### src/rtl/pixel_out_streamer_pkg.sv
`default_nettype none
// ============================================================================
// Package     : gonso_pkg
// Description : Shared definitions for the pixel output streamer: FSM state
//               encoding, default image geometry, pixel width and io_out
//               bit positions.
// Revision    : 1.0 - initial release
// ============================================================================
package gonso_pkg;

    localparam int IMG_W_DEFAULT   = 64;
    localparam int IMG_H_DEFAULT   = 64;
    localparam int PIX_W           = 8;
    localparam int COLOR_LSB       = 0;
    localparam int PIXEL_WRITE_BIT = 8;
    localparam int IO_W            = 9;

    typedef enum logic [1:0] {
        IDLE   = 2'd0,
        SETUP  = 2'd1,
        STROBE = 2'd2,
        HOLD   = 2'd3
    } state_t;

endpackage
`default_nettype wire

### src/rtl/pixel_out_streamer_if.sv
`default_nettype none
// ============================================================================
// Interface   : pixel_out_streamer_if
// Description : Valid/ready pixel stream from the upstream rasterizer.
//               master = rasterizer (drives s_valid, s_color)
//               slave  = streamer   (drives s_ready)
// Revision    : 1.0 - initial release
// ============================================================================
interface pixel_out_streamer_if;
    import gonso_pkg::*;

    logic             s_valid;
    logic             s_ready;
    logic [PIX_W-1:0] s_color;

    modport master (output s_valid, output s_color, input s_ready);
    modport slave  (input s_valid, input s_color, output s_ready);

endinterface
`default_nettype wire

### src/rtl/pixel_out_streamer_fifo.sv
`default_nettype none
// ============================================================================
// Module      : pixel_fifo
// Description : Synchronous first-word-fall-through FIFO. dout always shows
//               the head entry. Push when full and pop when empty are
//               ignored.
// Ports       : clk, resetb (sync, active-low), push, pop, din, dout,
//               full, empty, count (occupancy, 0..DEPTH)
// Revision    : 1.0 - initial release
// ============================================================================
module pixel_fifo #(
    parameter int DEPTH = 4,
    parameter int WIDTH = 8
) (
    input  wire logic                       clk,
    input  wire logic                       resetb,
    input  wire logic                       push,
    input  wire logic                       pop,
    input  wire logic [WIDTH-1:0]           din,
    output logic      [WIDTH-1:0]           dout,
    output logic                            full,
    output logic                            empty,
    output logic      [$clog2(DEPTH):0]     count
);

    localparam int AW = $clog2(DEPTH);

    logic [WIDTH-1:0] r_mem [DEPTH];
    logic [AW-1:0]    r_wr_ptr;
    logic [AW-1:0]    r_rd_ptr;
    logic [AW:0]      r_count;
    logic             w_do_push;
    logic             w_do_pop;

    assign full      = (r_count == (AW+1)'(DEPTH));
    assign empty     = (r_count == '0);
    assign count     = r_count;
    assign dout      = r_mem[r_rd_ptr];
    assign w_do_push = push & ~full;
    assign w_do_pop  = pop & ~empty;

    // Storage carries no reset; only the pointers define validity.
    always_ff @(posedge clk) begin
        if (w_do_push) begin
            r_mem[r_wr_ptr] <= din;
        end
    end

    // Pointers wrap naturally because DEPTH is a power of two.
    always_ff @(posedge clk) begin
        if (!resetb) begin
            r_wr_ptr <= '0;
            r_rd_ptr <= '0;
            r_count  <= '0;
        end else begin
            if (w_do_push) r_wr_ptr <= r_wr_ptr + AW'(1);
            if (w_do_pop)  r_rd_ptr <= r_rd_ptr + AW'(1);
            case ({w_do_push, w_do_pop})
                2'b10:   r_count <= r_count + (AW+1)'(1);
                2'b01:   r_count <= r_count - (AW+1)'(1);
                default: r_count <= r_count;
            endcase
        end
    end

endmodule
`default_nettype wire

### src/rtl/pixel_out_streamer.sv
`default_nettype none
// ============================================================================
// Module      : pixel_out_streamer
// Description : Buffers pixels from a rasterizer and drives them onto the
//               GPIO pads as color + pixel_write strobe. Each pixel runs
//               SETUP (1) -> STROBE (STROBE_CYCLES) -> HOLD (1).
// Ports       : wb_clk_i, resetb (sync, active-low), enable,
//               pix_in (stream slave: s_valid, s_ready, s_color),
//               io_out[8:0] ({pixel_write, color}), io_oeb[8:0],
//               frame_done, busy, pix_count[11:0]
// Revision    : 1.0 - initial release
// ============================================================================
module pixel_out_streamer
    import gonso_pkg::*;
#(
    parameter int FIFO_DEPTH    = 4,
    parameter int IMG_W         = IMG_W_DEFAULT,
    parameter int IMG_H         = IMG_H_DEFAULT,
    parameter int STROBE_CYCLES = 2
) (
    input  wire logic              wb_clk_i,
    input  wire logic              resetb,
    input  wire logic              enable,
    pixel_out_streamer_if.slave    pix_in,
    output logic [IO_W-1:0]        io_out,
    output logic [IO_W-1:0]        io_oeb,
    output logic                   frame_done,
    output logic                   busy,
    output logic [11:0]            pix_count
);

    localparam int XW = (IMG_W > 1) ? $clog2(IMG_W) : 1;
    localparam int YW = (IMG_H > 1) ? $clog2(IMG_H) : 1;
    localparam int SW = $clog2(STROBE_CYCLES + 1);
    localparam int CW = $clog2(FIFO_DEPTH) + 1;

    state_t           r_state;
    state_t           w_next_state;
    logic [PIX_W-1:0] r_color;
    logic [SW-1:0]    r_strb_cnt;
    logic [XW-1:0]    r_x;
    logic [YW-1:0]    r_y;
    logic [11:0]      r_pix_count;
    logic             r_frame_done;
    logic             r_rst_done;

    logic             w_push;
    logic             w_pop;
    logic             w_pixel_write;
    logic             w_busy;
    logic [PIX_W-1:0] w_fifo_dout;
    logic             w_full;
    logic             w_empty;
    logic [CW-1:0]    w_count;
    logic             w_x_last;
    logic             w_y_last;
    logic             w_strb_last;

    // s_ready is held low through reset and rises on the first edge after it.
    assign pix_in.s_ready = r_rst_done & ~w_full;
    assign w_push         = pix_in.s_valid & pix_in.s_ready;

    pixel_fifo #(
        .DEPTH (FIFO_DEPTH),
        .WIDTH (PIX_W)
    ) u_fifo (
        .clk    (wb_clk_i),
        .resetb (resetb),
        .push   (w_push),
        .pop    (w_pop),
        .din    (pix_in.s_color),
        .dout   (w_fifo_dout),
        .full   (w_full),
        .empty  (w_empty),
        .count  (w_count)
    );

    assign w_x_last    = (r_x == XW'(IMG_W - 1));
    assign w_y_last    = (r_y == YW'(IMG_H - 1));
    assign w_strb_last = (r_strb_cnt == SW'(STROBE_CYCLES - 1));

    // ---------------- FSM: state register ----------------
    always_ff @(posedge wb_clk_i) begin
        if (!resetb) r_state <= IDLE;
        else         r_state <= w_next_state;
    end

    // ---------------- FSM: next state ----------------
    always_comb begin
        w_next_state = r_state;
        case (r_state)
            IDLE:    if (enable && !w_empty) w_next_state = SETUP;
            SETUP:   w_next_state = STROBE;
            STROBE:  if (w_strb_last) w_next_state = HOLD;
            HOLD:    w_next_state = (enable && !w_empty) ? SETUP : IDLE;
            default: w_next_state = IDLE;
        endcase
    end

    // ---------------- FSM: outputs ----------------
    always_comb begin
        w_pop         = 1'b0;
        w_pixel_write = 1'b0;
        w_busy        = (w_count != '0) || (r_state != IDLE);
        case (r_state)
            IDLE:    w_pop = enable & ~w_empty;
            STROBE:  w_pixel_write = 1'b1;
            HOLD:    w_pop = enable & ~w_empty;
            default: ;
        endcase
    end

    // ---------------- Datapath ----------------
    always_ff @(posedge wb_clk_i) begin
        if (!resetb) begin
            r_color      <= '0;
            r_strb_cnt   <= '0;
            r_x          <= '0;
            r_y          <= '0;
            r_pix_count  <= '0;
            r_frame_done <= 1'b0;
            r_rst_done   <= 1'b0;
        end else begin
            r_rst_done   <= 1'b1;
            r_frame_done <= 1'b0;
            if (w_pop) r_color <= w_fifo_dout;

            if (r_state == SETUP)       r_strb_cnt <= '0;
            else if (r_state == STROBE) r_strb_cnt <= r_strb_cnt + SW'(1);

            // Raster position advances once per pixel, during HOLD.
            if (r_state == HOLD) begin
                if (w_x_last) begin
                    r_x <= '0;
                    if (w_y_last) begin
                        r_y          <= '0;
                        r_pix_count  <= '0;
                        r_frame_done <= 1'b1;
                    end else begin
                        r_y         <= r_y + YW'(1);
                        r_pix_count <= r_pix_count + 12'd1;
                    end
                end else begin
                    r_x         <= r_x + XW'(1);
                    r_pix_count <= r_pix_count + 12'd1;
                end
            end
        end
    end

    assign io_out[COLOR_LSB +: PIX_W] = r_color;
    assign io_out[PIXEL_WRITE_BIT]    = w_pixel_write;
    assign io_oeb                     = resetb ? {IO_W{1'b0}} : {IO_W{1'b1}};
    assign frame_done                 = r_frame_done;
    assign busy                       = w_busy;
    assign pix_count                  = r_pix_count;

endmodule
`default_nettype wire

### src/flat_wrapper.sv
// flat-port wrapper written by rule: the top's interface ports become plain ports
module pixel_out_streamer_flat import gonso_pkg::*;
#(
    parameter int FIFO_DEPTH    = 4,
    parameter int IMG_W         = IMG_W_DEFAULT,
    parameter int IMG_H         = IMG_H_DEFAULT,
    parameter int STROBE_CYCLES = 2
)
  (wb_clk_i, resetb, enable, io_out, io_oeb, frame_done, busy, pix_count, pix_in_s_valid, pix_in_s_color, pix_in_s_ready);
  pixel_out_streamer_if pix_in_i ();
  input  wire logic wb_clk_i;
  input  wire logic resetb;
  input  wire logic enable;
  output logic [IO_W-1:0] io_out;
  output logic [IO_W-1:0] io_oeb;
  output logic frame_done;
  output logic busy;
  output logic [11:0] pix_count;
  input wire logic [$bits(pix_in_i.s_valid)-1:0] pix_in_s_valid;
  input wire logic [$bits(pix_in_i.s_color)-1:0] pix_in_s_color;
  output wire logic [$bits(pix_in_i.s_ready)-1:0] pix_in_s_ready;
  assign pix_in_i.s_valid = pix_in_s_valid;
  assign pix_in_i.s_color = pix_in_s_color;
  assign pix_in_s_ready = pix_in_i.s_ready;
  pixel_out_streamer #(.FIFO_DEPTH(FIFO_DEPTH), .IMG_W(IMG_W), .IMG_H(IMG_H), .STROBE_CYCLES(STROBE_CYCLES)) u_core (.wb_clk_i(wb_clk_i), .resetb(resetb), .enable(enable), .pix_in(pix_in_i), .io_out(io_out), .io_oeb(io_oeb), .frame_done(frame_done), .busy(busy), .pix_count(pix_count));
endmodule
### config.mk
export PLATFORM = sky130hd
export DESIGN_NAME = pixel_out_streamer_flat
export DESIGN_NICKNAME = d
export VERILOG_FILES = /design/src/rtl/pixel_out_streamer_pkg.sv /design/src/rtl/pixel_out_streamer_if.sv /design/src/rtl/pixel_out_streamer_fifo.sv /design/src/rtl/pixel_out_streamer.sv /design/src/flat_wrapper.sv
export SDC_FILE = /design/constraint.sdc
export NUM_CORES = 1
export LEC_CHECK = 0
export BUFFER_PORTS_ARGS = -buffer_cell sky130_fd_sc_hd__buf_4
export CAP_MARGIN = 10
export CORE_ASPECT_RATIO = 0.7
export CORE_UTILIZATION = 45
export CTS_CLUSTER_SIZE = 16
export DETAILED_ROUTE_END_ITERATION = 6
export PLACE_DENSITY_LB_ADDON = 0.12
export RECOVER_POWER = 50
export SKIP_LAST_GASP = 1
export SLEW_MARGIN = 20
export SYNTH_ARGS = -nofsm -noshare
export SYNTH_HDL_FRONTEND = slang
export SYNTH_HIERARCHICAL = 1
export SYNTH_SLANG_ARGS = --single-unit
### constraint.sdc
create_clock -name wb_clk_i -period 5.5 [get_ports wb_clk_i]
set_input_delay 0 -clock wb_clk_i [delete_from_list [all_inputs] [get_ports wb_clk_i]]
set_output_delay 0 -clock wb_clk_i [all_outputs]
set_load 0.05 [all_outputs]
# --- After elaboration in Yosys (flattened, before gate mapping) ---
# Memories as Yosys holds them, arrays and structs flattened. A register that Yosys moved wholly into a read port is not among the register bits.
# Cells that the tools add are included.
word_totals:
  reg_bits: 37
  ram_bits: 32
  inputBits: 12
  output_inout_bits: 33
  word_cells: 68
  memories: 1
mem_list:
  columns: ["memory", "words", "word_bits", "rd", "rd_ports_with_merged_regs", "write_ports", "line", "rtl"]
  rows:
  - ["u_core.u_fifo.r_mem", 4, 8, 1, 1, 1, "pixel_out_streamer_fifo.sv:28", "logic [WIDTH-1:0] r_mem [DEPTH];"]
classes:
  addsub: 8
  n_eq_ne: 11
  muxes: 16
  n_bitwise: 8
  reduce_logical: 14
op_table:
  columns: ["operator", "count"]
  rows:
  - ["two-way mux 12 bit", 2]
  - ["adder 12 x 1 -> 12 bit (second input constant)", 1]
  - ["adder 6 x 1 -> 6 bit (second input constant)", 2]
  - ["equality test 6 bit (second input constant)", 2]
  - ["two-way mux 6 bit", 2]
  - ["two-way mux 9 bit", 1]
  - ["case mux 2 bit (4 select lines)", 1]
  - ["two-way mux 1 bit", 7]
  - ["adder 2 x 1 -> 2 bit (second input constant)", 3]
  - ["equality test 2 x 1 -> 1 bit (second input constant)", 3]
  - ["equality test 2 bit (second input constant)", 3]
  - ["case mux 3 bit (2 select lines)", 1]
  - ["AND 1 bit", 5]
  - ["two-way mux 2 bit", 2]
  - ["!= test 2 x 1 -> 1 bit (second input constant)", 2]
  - ["AND reduction 2 bit", 2]
  - ["nonzero test 2 bit", 2]
  - ["OR reduction 2 bit", 2]
  - ["adder 3 x 1 -> 3 bit (second input constant)", 1]
  - ["equality test 3 bit (second input constant)", 1]
  - ["logical NOT 3 bit", 1]
  - ["inverter 1 bit", 3]
  - ["AND reduction 3 bit", 1]
  - ["nonzero test 3 bit", 1]
  - ["other kinds (5)", 6]

# --- Depth between registers and ports, before layout ---
# Gate-level depths: netlist (run 1).
logic_depth:
  ltp_word: 7
  depth_mapped: 12
  mapped_depth_nobuf: 11

# --- Hierarchy ---
# Netlist (run 1), hierarchy kept.
by_module_without_submodules:
  columns: ["mod", "n_inst", "cells_per_inst", "area_per_inst_um2", "seq_area_each_um2"]
  rows:
  - ["pixel_out_streamer", 1, 193, 1737.9, 760.7]
  - ["pixel_fifo", 1, 96, 1644.1, 1141.1]

# --- Worst setup path after synthesis (run 1) ---
# Ideal clock, no wire load.
synth_path:
  path_type: "register to register"
  from: "register u_core.u_fifo.r_count[2] (netlist: u_core/u_fifo/count[2])"
  to: "register u_core.u_fifo.r_count[2] (netlist: u_core/u_fifo/count[2])"
  setup_ns: 0.070
  t_arrival_ns: 2.625
  required_time_ns: 5.430
  slack_ns: 2.805
  stages_incl_launch_ff: 13
  path_buffers: 1
  synth_period_minus_slack_ns: 2.695
  cell_sequence: "dfxtp_1 nor3b_2 nor2b_1 and2_1 nor2b_1 buf_2 inv_2 ha_1 inv_1 fa_1 xor2_1 or3_1 a21boi_1"
synth_via:
  elab_chain_cells: 7
  elab_cells_between_ends: 16
  classes_between: "2 x add/sub; 3 x eq/ne; 2 x mux; 7 x bitwise; 2 x reduce/logical"
synth_rtl:
  columns: ["element", "line", "rtl"]
  rows:
  - ["from (decl)", "pixel_out_streamer_fifo.sv:31", "logic [AW:0] r_count;"]
  - ["from (signal assigned)", "pixel_out_streamer_fifo.sv:59", "2'b10: r_count <= r_count + (AW+1)'(1);"]
  - ["from (signal assigned)", "pixel_out_streamer_fifo.sv:60", "2'b01: r_count <= r_count - (AW+1)'(1);"]
  - ["from (signal assigned)", "pixel_out_streamer_fifo.sv:61", "default: r_count <= r_count;"]
  - ["equality test 3 bit *", "pixel_out_streamer_fifo.sv:35", "assign full = (r_count == (AW+1)'(DEPTH));"]
  - ["named net u_core.w_full", "pixel_out_streamer.sv:52", "logic w_full;"]
  - ["inverter 1 bit *", "pixel_out_streamer.sv:60", "assign pix_in.s_ready = r_rst_done & ~w_full;"]
  - ["AND 1 bit *", "pixel_out_streamer.sv:60", null]
  - ["named net pix_in_s_ready", "flat_wrapper.sv:21", "output wire logic [$bits(pix_in_i.s_ready)-1:0] pix_in_s_ready;"]
  - ["AND 1 bit *", "pixel_out_streamer.sv:61", "assign w_push = pix_in.s_valid & pix_in.s_ready;"]
  - ["named net u_core.w_push", "pixel_out_streamer.sv:47", "logic w_push;"]
  - ["AND 1 bit *", "pixel_out_streamer_fifo.sv:39", "assign w_do_push = push & ~full;"]
  - ["equality test 2 x 1 -> 1 bit / equality test 2 bit (equally long branches)", "pixel_out_streamer_fifo.sv:58", "case ({w_do_push, w_do_pop})"]
  - ["case mux 3 bit (2 select lines) / nonzero test 2 bit (equally long branches)", null, null]
# The timed path passes the listed nets; every way through them passes the cells marked *.
# A chain may end at the register's enable or synchronous reset.

# --- Worst setup path after layout (run 1) ---
layout_path:
  from: "register u_core.r_state[1]"
  to: "register u_core.u_fifo.r_count[2] (netlist: u_core/u_fifo/count[2])"
layout_via:
  elab_chain_cells: 6
  elab_cells_between_ends: 9
  classes_between: "3 x eq/ne; 2 x mux; 1 x bitwise; 3 x reduce/logical"
layout_rtl:
  columns: ["element", "line", "rtl"]
  rows:
  - ["from (decl)", "pixel_out_streamer.sv:37", "state_t r_state;"]
  - ["from (signal assigned)", "pixel_out_streamer.sv:85", "else r_state <= w_next_state;"]
  - ["equality test 2 bit / logical NOT 2 bit (equally long branches)", "pixel_out_streamer.sv:105", "case (r_state)"]
  - ["OR reduction 2 bit (no line) *", null, null]
  - ["two-way mux 1 bit *", null, null]
  - ["named net u_core.w_pop", "pixel_out_streamer.sv:48", "logic w_pop;"]
  - ["AND 1 bit *", "pixel_out_streamer_fifo.sv:40", "assign w_do_pop = pop & ~empty;"]
  - ["named net u_core.u_fifo.w_do_pop", "pixel_out_streamer_fifo.sv:33", "logic w_do_pop;"]
  - ["equality test 2 x 1 -> 1 bit / equality test 2 bit (equally long branches)", "pixel_out_streamer_fifo.sv:58", null]
  - ["case mux 3 bit (2 select lines) / nonzero test 2 bit (equally long branches)", null, null]
# Marked as above.

==> results of run 1 <==
## timing repair
action	4_1_cts	5_1_grt
setup endpoints to repair	0	0
hold buffers	9	0
resized for setup	0	0
endpoints found under the hold margin	36	0
## worst max-delay path: stages (launching register included)
cell and delay, ns:
dfxtp_1 0.40, inv_1 0.11, ha_1 0.31, nor2_2 0.52, nor2b_1 0.31, ha_1 0.23
inv_1 0.06, fa_1 0.37, xor2_1 0.15, or3_1 0.31, a21boi_1 0.14
## routing by layer
| layer | track usage, % | routed length (um) |
|---|---|---|
| met4 | 5.09 | 47 |
| met2 | 22.8 | 2400 |
| met5 | 0 | 0 |
| met1 | 23.9 | 3290 |
| met3 | 5.35 | 246 |
## sequential cells by signal (all words and copies together) (netlist names), named ones only
name,flops
u_core/r_color,8
u_core/u_fifo/r_mem,32
u_core/u_fifo/r_rd_ptr,2
u_core/u_fifo/count,3
u_core/frame_done,1
u_core/r_y,6
u_core/r_rst_done,1
u_core/r_state,2
u_core/pix_count,12
u_core/r_strb_cnt,2
u_core/r_x,6
u_core/u_fifo/r_wr_ptr,2
## cell families (layout without fill, tap and decap cells)
family	count (synthesis)	count (layout)	share of synthesized area, %
multiplexers	21	21	9.17
AND/OR/NAND/NOR	101	101	14.9
XOR/XNOR	22	22	5.70
adder cells (fa/ha/maj)	15	15	5.77
flip-flops	79	79	56.2
buffers and inverters	34	85	5.10
AO/OA/AOI/OAI	17	17	3.14
## how the worst max path moves through the flow
stage	slack, ns	to	startpoint	cells past startpoint
after global routing	2.28	u_core/u_fifo/count[2]	u_core/r_state[0]	10
after global placement	2.65	u_core/u_fifo/count[2]	u_core/r_state[1]	10
after CTS	2.51	u_core/u_fifo/count[2]	u_core/r_state[0]	10
after floorplan	2.80	u_core/u_fifo/count[2]	u_core/u_fifo/count[2]	12
after detailed placement	2.54	u_core/u_fifo/count[2]	u_core/r_state[0]	10
final	2.53	u_core/u_fifo/count[2]	u_core/r_state[1]	10
## cell type report
class                   count  area [um2]
inverters                  16        60.1
clock buffers               9         124
well taps                  98         123
flip-flops and latches     79        1900
fillers                   691        3440
clock inverters             7        60.1
multi-input cells         176        1300
repair buffers             53         278
## power groups by stage
stage          Clock [mW]  Combinational [mW]  Sequential, mW
5_1_grt             0.436               0.243           0.659
3_5_place_dp            0               0.232           0.669
3_3_place_gp            0               0.227           0.667
6_report            0.397               0.223           0.654
2_1_floorplan           0               0.157           0.683
4_1_cts             0.412               0.237           0.655
## cell usage in the layout (no fill, tap or decap), drive strengths merged, types with 4 or more instances in the layout
cell / instances
nor2b: 4
mux4: 8
nor3: 8
o21ai: 7
edfxtp: 32
or3: 4
mux2i: 13
ha: 14
xnor2: 16
nand2: 19
nand4: 6
inv: 20
xor2: 6
dlygate4sd3: 9
dfxtp: 47
clkbuf: 47
nand3: 7
buf: 6
nor2: 37
and2: 7
==> impl_metrics.env, run 1 <==
export IMPL_worst_slew_margin_rel_pct=35.5
export IMPL_coreArea_um2=7290
export IMPL_ioPinCount=45
export IMPL_grt_setup_unrepaired="no"
export IMPL_fin_tns_setup_ns=0
export IMPL_synth_edf_count=32
export IMPL_dp_cells=413
export IMPL_wl_um=5980
export IMPL_power_total_mw=1.27
export IMPL_wire_per_inst_um=13.7
export IMPL_slew_viol_final=0
export IMPL_antenna_found_initial=0
export IMPL_syn_mean_instance_area_um2=11.7
export IMPL_synthArstFlopShare_pct=0
export IMPL_syn_nets=316
export IMPL_ys_top_cells_by_area="edfxtp_1 (28%), dfxtp_1 (28%), mux4_2 (5.3%), ha_1 (5.2%), xnor2_1 (4.1%)"
export IMPL_worstMarginPinSlew_ns=0.961
export IMPL_max_cap_violations=0
export IMPL_nets=362
export IMPL_drt_iter0_drc=74
export IMPL_max_freq_mhz=337
export IMPL_fin_util_pct=52.8
export IMPL_drtPass1Iterations=4
export IMPL_dieArea_um2=7870
export IMPL_yosys_area_top_type="edfxtp_1"
export IMPL_dpl_instance_area_um2=3720
export IMPL_skew_ns=0.00832
export IMPL_clkPwrFrac_pct=31.2
export IMPL_insertion_delay_ns=0.34
export IMPL_path_class="reg2reg"
export IMPL_cts_root_buf="clkbuf_8"
export IMPL_cellLeakagePower_nw=1.29
export IMPL_gp_congestion=0.685
export IMPL_grt_start_max_net_pins=29
export IMPL_ys_seq_area_share_pct=56.2
export IMPL_vias=2096
export IMPL_ys_types=42
export IMPL_final_design_area_no_fill_um2=3850
export IMPL_initial_core_util_pct=46.4
export IMPL_netlist_area_um2=3380
export IMPL_yosys_register_bits=79
export IMPL_io_buffers=44
export IMPL_synth_flop_cell="dfxtp_1"
export IMPL_crit_fanout=11
export IMPL_cts_tree="built"
export IMPL_drive_above_1_share_pct=10.3
export IMPL_num_rows=26
export IMPL_stdcell_count=438
export IMPL_dpl_worst_slack_ns=2.54
export IMPL_drc=0
export IMPL_worstPathArrival_ns=3.25
export IMPL_setup_viol=0
export IMPL_grt_first_pass_wirelength_um=9530
export IMPL_p_seq_share_pct=51.3
export IMPL_worstPathRequired_ns=5.78
export IMPL_start_kind="flip-flop"
export IMPL_postCtsSetupBuffers=0
export IMPL_holdWs_ns=0.189
export IMPL_period_needed_ns=2.97
export IMPL_cts_sinks=79
export IMPL_regToRegEndpoint="u_core/u_fifo/count[2]"
export IMPL_htreeDepth=3
export IMPL_min_path_type="in2reg"
export IMPL_switching_share_pct=30.6
export IMPL_diodes=0
export IMPL_area_delta_synth_final_pct=13.8
export IMPL_layout_setup_ws_ns=2.53
export IMPL_synthCells=289
export IMPL_yosysWarningCount=6
export IMPL_grt_pass1_vias=1902
export IMPL_period_share_pct=54.0
export IMPL_via_per_inst=4.79
export IMPL_synthTopCellsByCount="dfxtp_1 (47), nor2_1 (36), edfxtp_1 (32)"
export IMPL_hpwlAfterDp_um=4170
export IMPL_hold_viol=0
export IMPL_switchingPower_mw=0.390
export IMPL_grt_use_total_pct=16.3
export IMPL_clockBufferDepth=2
export IMPL_end_kind="flip-flop"
export IMPL_intPower_mw=0.884
export IMPL_synth_top_area_share_pct=28.4
export IMPL_clk_pin_slew_ns=0.08
export IMPL_overflow=0
export IMPL_r2r_start="u_core/r_state[1]"
export IMPL_r2r_slack_ns=2.53
export IMPL_powerDensity_nw_per_um2=331
export IMPL_cts_inserted_buffers=9
export IMPL_synth_most_common_cell="dfxtp_1"
export IMPL_ant_nets=0
export IMPL_status="completed"
export IMPL_hold_path_cell_count=3
export IMPL_die_width_um=106
export IMPL_hp_start="enable"
export IMPL_vdd_drop_max_mv=0.138
export IMPL_die_height_um=74.5
export IMPL_hold_path_end="u_core/r_state[0]"
export IMPL_rr_worst_depth=10
export IMPL_power_frac_comb_pct=17.5
No activity file was read; power rests on OpenSTA's default activity.
==> run 2: changes to the inputs <==
- clock period: 5.5 -> 2.7 ns (I/O delays scaled with it)
==> impl_metrics.env, run 2 (synthesized netlist as in run 1, its figures left out) <==
export IMPL_diodes=0
export IMPL_grt_first_pass_wirelength_um=9430
export IMPL_coreArea_um2=7290
export IMPL_worstPathArrival_ns=2.72
export IMPL_path_class="reg2reg"
export IMPL_vdd_drop_max_mv=0.302
export IMPL_use_met3_pct=5.87
export IMPL_crit_fanout=5
export IMPL_hold_viol=0
export IMPL_via_per_inst=4.89
export IMPL_status="completed"
export IMPL_die_width_um=106
export IMPL_grt_busiest_layer="met1"
export IMPL_nFillCells=666
export IMPL_grt_pass1_vias=1891
export IMPL_area_delta_synth_final_pct=14.8
export IMPL_worstMarginPinSlew_ns=0.849
export IMPL_clk_pin_slew_ns=0.08
export IMPL_insertion_delay_ns=0.34
export IMPL_drtPass1Iterations=4
export IMPL_critPathSlowestCell="dfxtp_1"
export IMPL_stdcell_count=441
export IMPL_largest_register="u_core/u_fifo/r_mem"
export IMPL_powerDensity_nw_per_um2=673
export IMPL_switchingPower_mw=0.736
export IMPL_hp_start="enable"
export IMPL_rr_worst_depth=10
export IMPL_power_frac_comb_pct=17.7
export IMPL_r2r_start="u_core/r_state[1]"
export IMPL_nets=365
export IMPL_max_freq_mhz=409
export IMPL_num_rows=26
export IMPL_clockBufferDepth=2
export IMPL_cts_tree="built"
export IMPL_ant_nets=0
export IMPL_setup_viol=0
export IMPL_vias=2156
export IMPL_skew_ns=0.00898
export IMPL_r2r_slack_ns=0.25
export IMPL_hpwlAfterDp_um=4090
export IMPL_end_kind="flip-flop"
export IMPL_drive_above_1_share_pct=10.8
export IMPL_min_path_type="in2reg"
export IMPL_hold_path_cell_count=3
export IMPL_antenna_found_initial=0
export IMPL_grt_setup_unrepaired="no"
export IMPL_most_common_layout_cells="dfxtp_1 (47), nor2_1 (36), clkbuf_1 (35), edfxtp_1 (32), nand2_1 (19)"
export IMPL_layout_setup_ws_ns=0.253
export IMPL_grt_use_total_pct=16.1
export IMPL_largest_reg_flops=32
export IMPL_cellLeakagePower_nw=1.32
export IMPL_regToRegEndpoint="u_core/u_fifo/count[2]"
export IMPL_die_height_um=74.5
export IMPL_fin_util_pct=53.3
export IMPL_dieArea_um2=7870
export IMPL_drc=0
export IMPL_critical_path_max_stage_delay_ns=0.39
export IMPL_postCtsSetupBuffers=0
export IMPL_cts_root_buf="clkbuf_8"
export IMPL_wl_um=6020
export IMPL_gp_congestion=0.745
export IMPL_ioPinCount=45
export IMPL_p_seq_share_pct=50.9
export IMPL_holdWs_ns=0.176
export IMPL_max_cap_violations=0
export IMPL_io_buffers=44
export IMPL_htreeDepth=3
export IMPL_period_needed_ns=2.45
export IMPL_intPower_mw=1.88
export IMPL_wire_per_inst_um=13.7
export IMPL_grt_start_max_net_pins=29
export IMPL_drt_iter0_drc=133
export IMPL_switching_share_pct=28.2
export IMPL_dpl_worst_slack_ns=0.252
export IMPL_hold_path_end="u_core/r_state[0]"
export IMPL_period_share_pct=90.6
export IMPL_fin_tns_setup_ns=0
export IMPL_path_cells="inv_1 -> ha_1 -> nor2_2 -> nor2b_1 -> ha_1 -> inv_1 -> fa_1 -> xor2_1 -> or3_1 -> a21boi_1"
export IMPL_clkPwrFrac_pct=31.4
export IMPL_worst_slew_margin_rel_pct=43.4
export IMPL_dp_cells=416
export IMPL_overflow=0
export IMPL_use_met1_pct=23.4
export IMPL_layout_commonest_cell="dfxtp_1"
export IMPL_initial_core_util_pct=46.4
export IMPL_worstPathRequired_ns=2.98
export IMPL_slew_viol_final=0
export IMPL_cts_sinks=79
export IMPL_cts_inserted_buffers=9
export IMPL_grt_util_met2_pct=22.4
export IMPL_start_kind="flip-flop"
run 2: metal layers:
metal	wire length, um	vias to the layer above
met1	3240	1018
met4	24	0
met3	293	2
met5	0	-
li1	-	1088
met2	2470	48
run 2: worst max-delay path by stage:
stage	startpoint	end	slack (ns)	depth (start not counted)
after floorplan	u_core/u_fifo/count[2]	u_core/u_fifo/count[2]	0.005	12
after global placement	u_core/r_state[1]	u_core/u_fifo/count[2]	0.30	10
after detailed placement	u_core/r_state[0]	u_core/u_fifo/count[2]	0.25	10
after global routing	u_core/u_fifo/count[2]	u_core/u_fifo/count[2]	0.07	11
final	u_core/r_state[1]	u_core/u_fifo/count[2]	0.25	10
after CTS	u_core/r_state[1]	u_core/u_fifo/count[2]	0.23	10
run 2: stage by stage:
stage	total power [mW]	instance area [um2]
final	2.61	3880
after detailed placement	1.83	3740
after global routing	2.74	3880
after CTS	2.66	4020
after global placement	1.83	3740
after floorplan	1.71	3380
run 2: repair_timing:
| action | in CTS | in global routing |
|---|---|---|
| hold buffers | 9 | 0 |
| endpoints found under the hold margin | 35 | 0 |
| gates resized for setup | 0 | 0 |
run 2: layout make-up:
type / count / area, um2 / area share (%)
flip-flops and latches: 79 / 1900 / 49.0
multi-input cells: 176 / 1300 / 33.4
repair buffers: 56 / 319 / 8.22
clock buffers: 11 / 131 / 3.38
well taps: 98 / 123 / 3.16
inverters: 16 / 60.1 / 1.55
clock inverters: 5 / 48.8 / 1.26
run 2: power groups by stage:
stage	registers (mW)	clock network, mW	logic, mW
after detailed placement	1.36	0	0.473
after global routing	1.34	0.896	0.501
after global placement	1.36	0	0.468
after floorplan	1.39	0	0.320
final	1.33	0.821	0.461
after CTS	1.33	0.844	0.485
run 2: critical path, delay by kind of cell (launching register included):
family | cells | cell delay [ns]
buf+inv | 2 | 0.16
flops | 1 | 0.39
fa+ha+maj | 3 | 0.89
xor+xnor | 1 | 0.15
simple gates | 3 | 0.66
compound gates | 1 | 0.14
==> run 3: changes to the inputs <==
- SLEW_MARGIN: 20 -> 30
- SYNTH_HIERARCHICAL: 1 -> not set
==> impl_metrics.env, run 3 <==
export IMPL_status="completed"
export IMPL_io_buffers=44
export IMPL_end_kind="flip-flop"
export IMPL_min_path_type="in2reg"
export IMPL_clk_pin_slew_ns=0.07
export IMPL_synth_top_family_by_area="simple AND/OR/NAND/NOR gates"
export IMPL_use_met3_pct=5.15
export IMPL_crit_fanout=5
export IMPL_worstMarginPinSlew_ns=0.720
export IMPL_grt_use_total_pct=16.8
export IMPL_yosys_area_share_xor_xnor_pct=6.57
export IMPL_synth_flop_cell="dfxtp_1"
export IMPL_nets=360
export IMPL_cts_inserted_buffers=9
export IMPL_cts_tree="built"
export IMPL_netlist_area_um2=3310
export IMPL_cts_sinks=77
export IMPL_synthArstFlopShare_pct=0
export IMPL_initial_core_util_pct=47.7
export IMPL_largest_reg_flops=32
export IMPL_hold_viol=0
export IMPL_antenna_found_initial=0
export IMPL_diodes=0
export IMPL_worstPathRequired_ns=2.97
export IMPL_die_height_um=73.8
export IMPL_grt_busiest_layer="met2"
export IMPL_gp_congestion=0.716
export IMPL_slew_viol_final=0
export IMPL_power_frac_comb_pct=24.3
export IMPL_syn_mean_instance_area_um2=11.6
export IMPL_ys_top_cells_by_area="edfxtp_1 (29%), dfxtp_1 (27%), mux4_2 (5.4%), ha_1 (5.3%), xor2_1 (4.5%)"
export IMPL_clockBufferDepth=2
export IMPL_cellLeakagePower_nw=1.42
export IMPL_grt_util_met2_pct=24.7
export IMPL_largest_register="u_core.u_fifo.r_mem"
export IMPL_vias=2144
export IMPL_dp_cells=407
export IMPL_drtPass1Iterations=4
export IMPL_cts_root_buf="clkbuf_8"
export IMPL_p_seq_share_pct=42.1
export IMPL_synthMuxAreaShare_pct=6.95
export IMPL_synth_most_common_cell="dfxtp_1"
export IMPL_dpl_worst_slack_ns=0.122
export IMPL_critical_path_top_delay_family="adder cells"
export IMPL_die_width_um=105
export IMPL_insertion_delay_ns=0.34
export IMPL_ys_types=44
export IMPL_yosys_register_bits=77
export IMPL_synthCells=285
export IMPL_powerDensity_nw_per_um2=860
export IMPL_fin_tns_setup_ns=0
export IMPL_layout_commonest_cell="dfxtp_1"
export IMPL_most_common_layout_cells="dfxtp_1 (44), clkbuf_1 (33), nor2_1 (32), edfxtp_1 (32), nand2_1 (27)"
export IMPL_period_share_pct=93.5
export IMPL_switching_share_pct=31.0
export IMPL_power_total_mw=3.36
export IMPL_critPathSlowestCell="fa_1"
export IMPL_htreeDepth=3
export IMPL_synth_top_area_share_pct=29.0
export IMPL_intPower_mw=2.32
export IMPL_vdd_drop_max_mv=0.584
export IMPL_path_buf_inv=3
export IMPL_period_needed_ns=2.53
export IMPL_critical_path_max_stage_delay_ns=0.43
export IMPL_drt_iter0_drc=99
export IMPL_synth_compound_area_share_pct=5.18
export IMPL_drc=0
export IMPL_use_met1_pct=23.2
export IMPL_dieArea_um2=7710
export IMPL_synthTopCellsByCount="dfxtp_1 (45), edfxtp_1 (32), nor2_1 (32)"
export IMPL_synthAdderAreaFrac_pct=5.89
export IMPL_ioPinCount=45
export IMPL_worstPathArrival_ns=2.79
export IMPL_yosys_area_top_type="edfxtp_1"
export IMPL_r2r_start="u_core.r_state[1]"
export IMPL_max_cap_violations=0
export IMPL_yosysWarningCount=0
export IMPL_area_delta_synth_final_pct=17.9
export IMPL_synth_edf_count=32
export IMPL_grt_pass1_vias=1965
export IMPL_stdcell_count=432
export IMPL_coreArea_um2=6940
export IMPL_skew_ns=0.00852
export IMPL_overflow=0
export IMPL_via_per_inst=4.96
export IMPL_grt_setup_unrepaired="no"
export IMPL_num_rows=25
export IMPL_grt_first_pass_wirelength_um=9620
export IMPL_clkPwrFrac_pct=33.5
export IMPL_worst_slew_margin_rel_pct=51.9
export IMPL_holdWs_ns=0.0847
export IMPL_syn_nets=312
export IMPL_max_freq_mhz=396
export IMPL_drive_above_1_share_pct=13.6
export IMPL_setup_viol=0
export IMPL_path_class="reg2reg"
export IMPL_start_kind="flip-flop"
export IMPL_layout_setup_ws_ns=0.175
export IMPL_hpwlAfterDp_um=4100
export IMPL_ys_seq_area_share_pct=56.2
export IMPL_switchingPower_mw=1.04
export IMPL_critPathLaunch="u_core.r_state[1]"
export IMPL_grt_start_max_net_pins=34
export IMPL_synth_simple_area_share_pct=14.1
export IMPL_wire_per_inst_um=13.7
export IMPL_postCtsSetupBuffers=0
export IMPL_path_cells="inv_1 -> ha_1 -> or2_1 -> inv_6 -> ha_1 -> inv_1 -> fa_1 -> xor2_1 -> or3_1 -> a21oi_1"
export IMPL_wl_um=5930
export IMPL_ant_nets=0
export IMPL_hp_start="enable"
[run 3: cell count changes in the layout (fill, tap and decap cells not counted), sizes merged, moves of 5 or more]
| cell | change |
|---|---|
| nand2 | +8 |
| a21oi | +12 |
| mux2i | -8 |
| xnor2 | -9 |
| and3 | +9 |
| nor3 | -7 |
| o21ai | -5 |
| xor2 | +11 |
[run 3: final cells by class]
cell class,count,area (um2)
tap,94,118
timing repair buffer,57,330
clock inverter,6,136
inverter,12,50.0
fill,603,3040
sequential,77,1860
multi-input combinational,176,1280
clock buffer,10,128
[run 3: tightest hold or removal path, stage by stage]
cell     delay, ns
buf_4         0.09
o31ai_2       0.08
nor2_1        0.11
o21a_1        0.12
[run 3: kinds of logic after synthesis]
| group | Yosys count |
|---|---|
| AND/OR/NAND/NOR | 98 |
| flip-flops | 77 |
| buffers and inverters | 32 |
| AO/OA/AOI/OAI | 26 |
| XOR/XNOR | 24 |
| adder cells (fa/ha/maj) | 15 |
| multiplexers | 13 |
[run 3: routing by layer]
layer | routed length (um) | part of all wire [%]
met5 | 0 | 0
met4 | 68 | 1.1
met3 | 312 | 5.3
met2 | 2470 | 42
met1 | 3080 | 52
[run 3: per-stage QoR]
stage	cell area, um2	util [%]
4_1_cts	4030	58.0
2_1_floorplan	3310	-
3_5_place_dp	3670	52.9
6_report	3910	56.2
3_3_place_gp	3670	52.9
5_1_grt	3910	56.2
[run 3: worst paths after layout]
| path | cells after the start | slack (ns) | end |
|---|---|---|---|
| worst max register to register | 10 | 0.17 | u_core.u_fifo.count[2] |
| worst min-delay path | 4 | 0.08 | u_core.r_state[0] |
| worst min register to register | 2 | 0.45 | u_core.r_color[3] |
| worst max-delay path | 10 | 0.17 | u_core.u_fifo.count[2] |
[run 3: power by group through the flow]
stage / combinational, mW / sequential (mW) / clock (mW)
2_1_floorplan: 0.596 / 1.48 / 0
5_1_grt: 0.887 / 1.43 / 1.20
3_3_place_gp: 0.851 / 1.44 / 0
4_1_cts: 0.876 / 1.42 / 1.15
6_report: 0.817 / 1.41 / 1.12
3_5_place_dp: 0.862 / 1.44 / 0
[run 3: repair_timing]
action	4_1_cts	5_1_grt
setup endpoints to repair	0	1
hold buffers	9	0
resized for setup	0	1
endpoints found under the hold margin	36	0
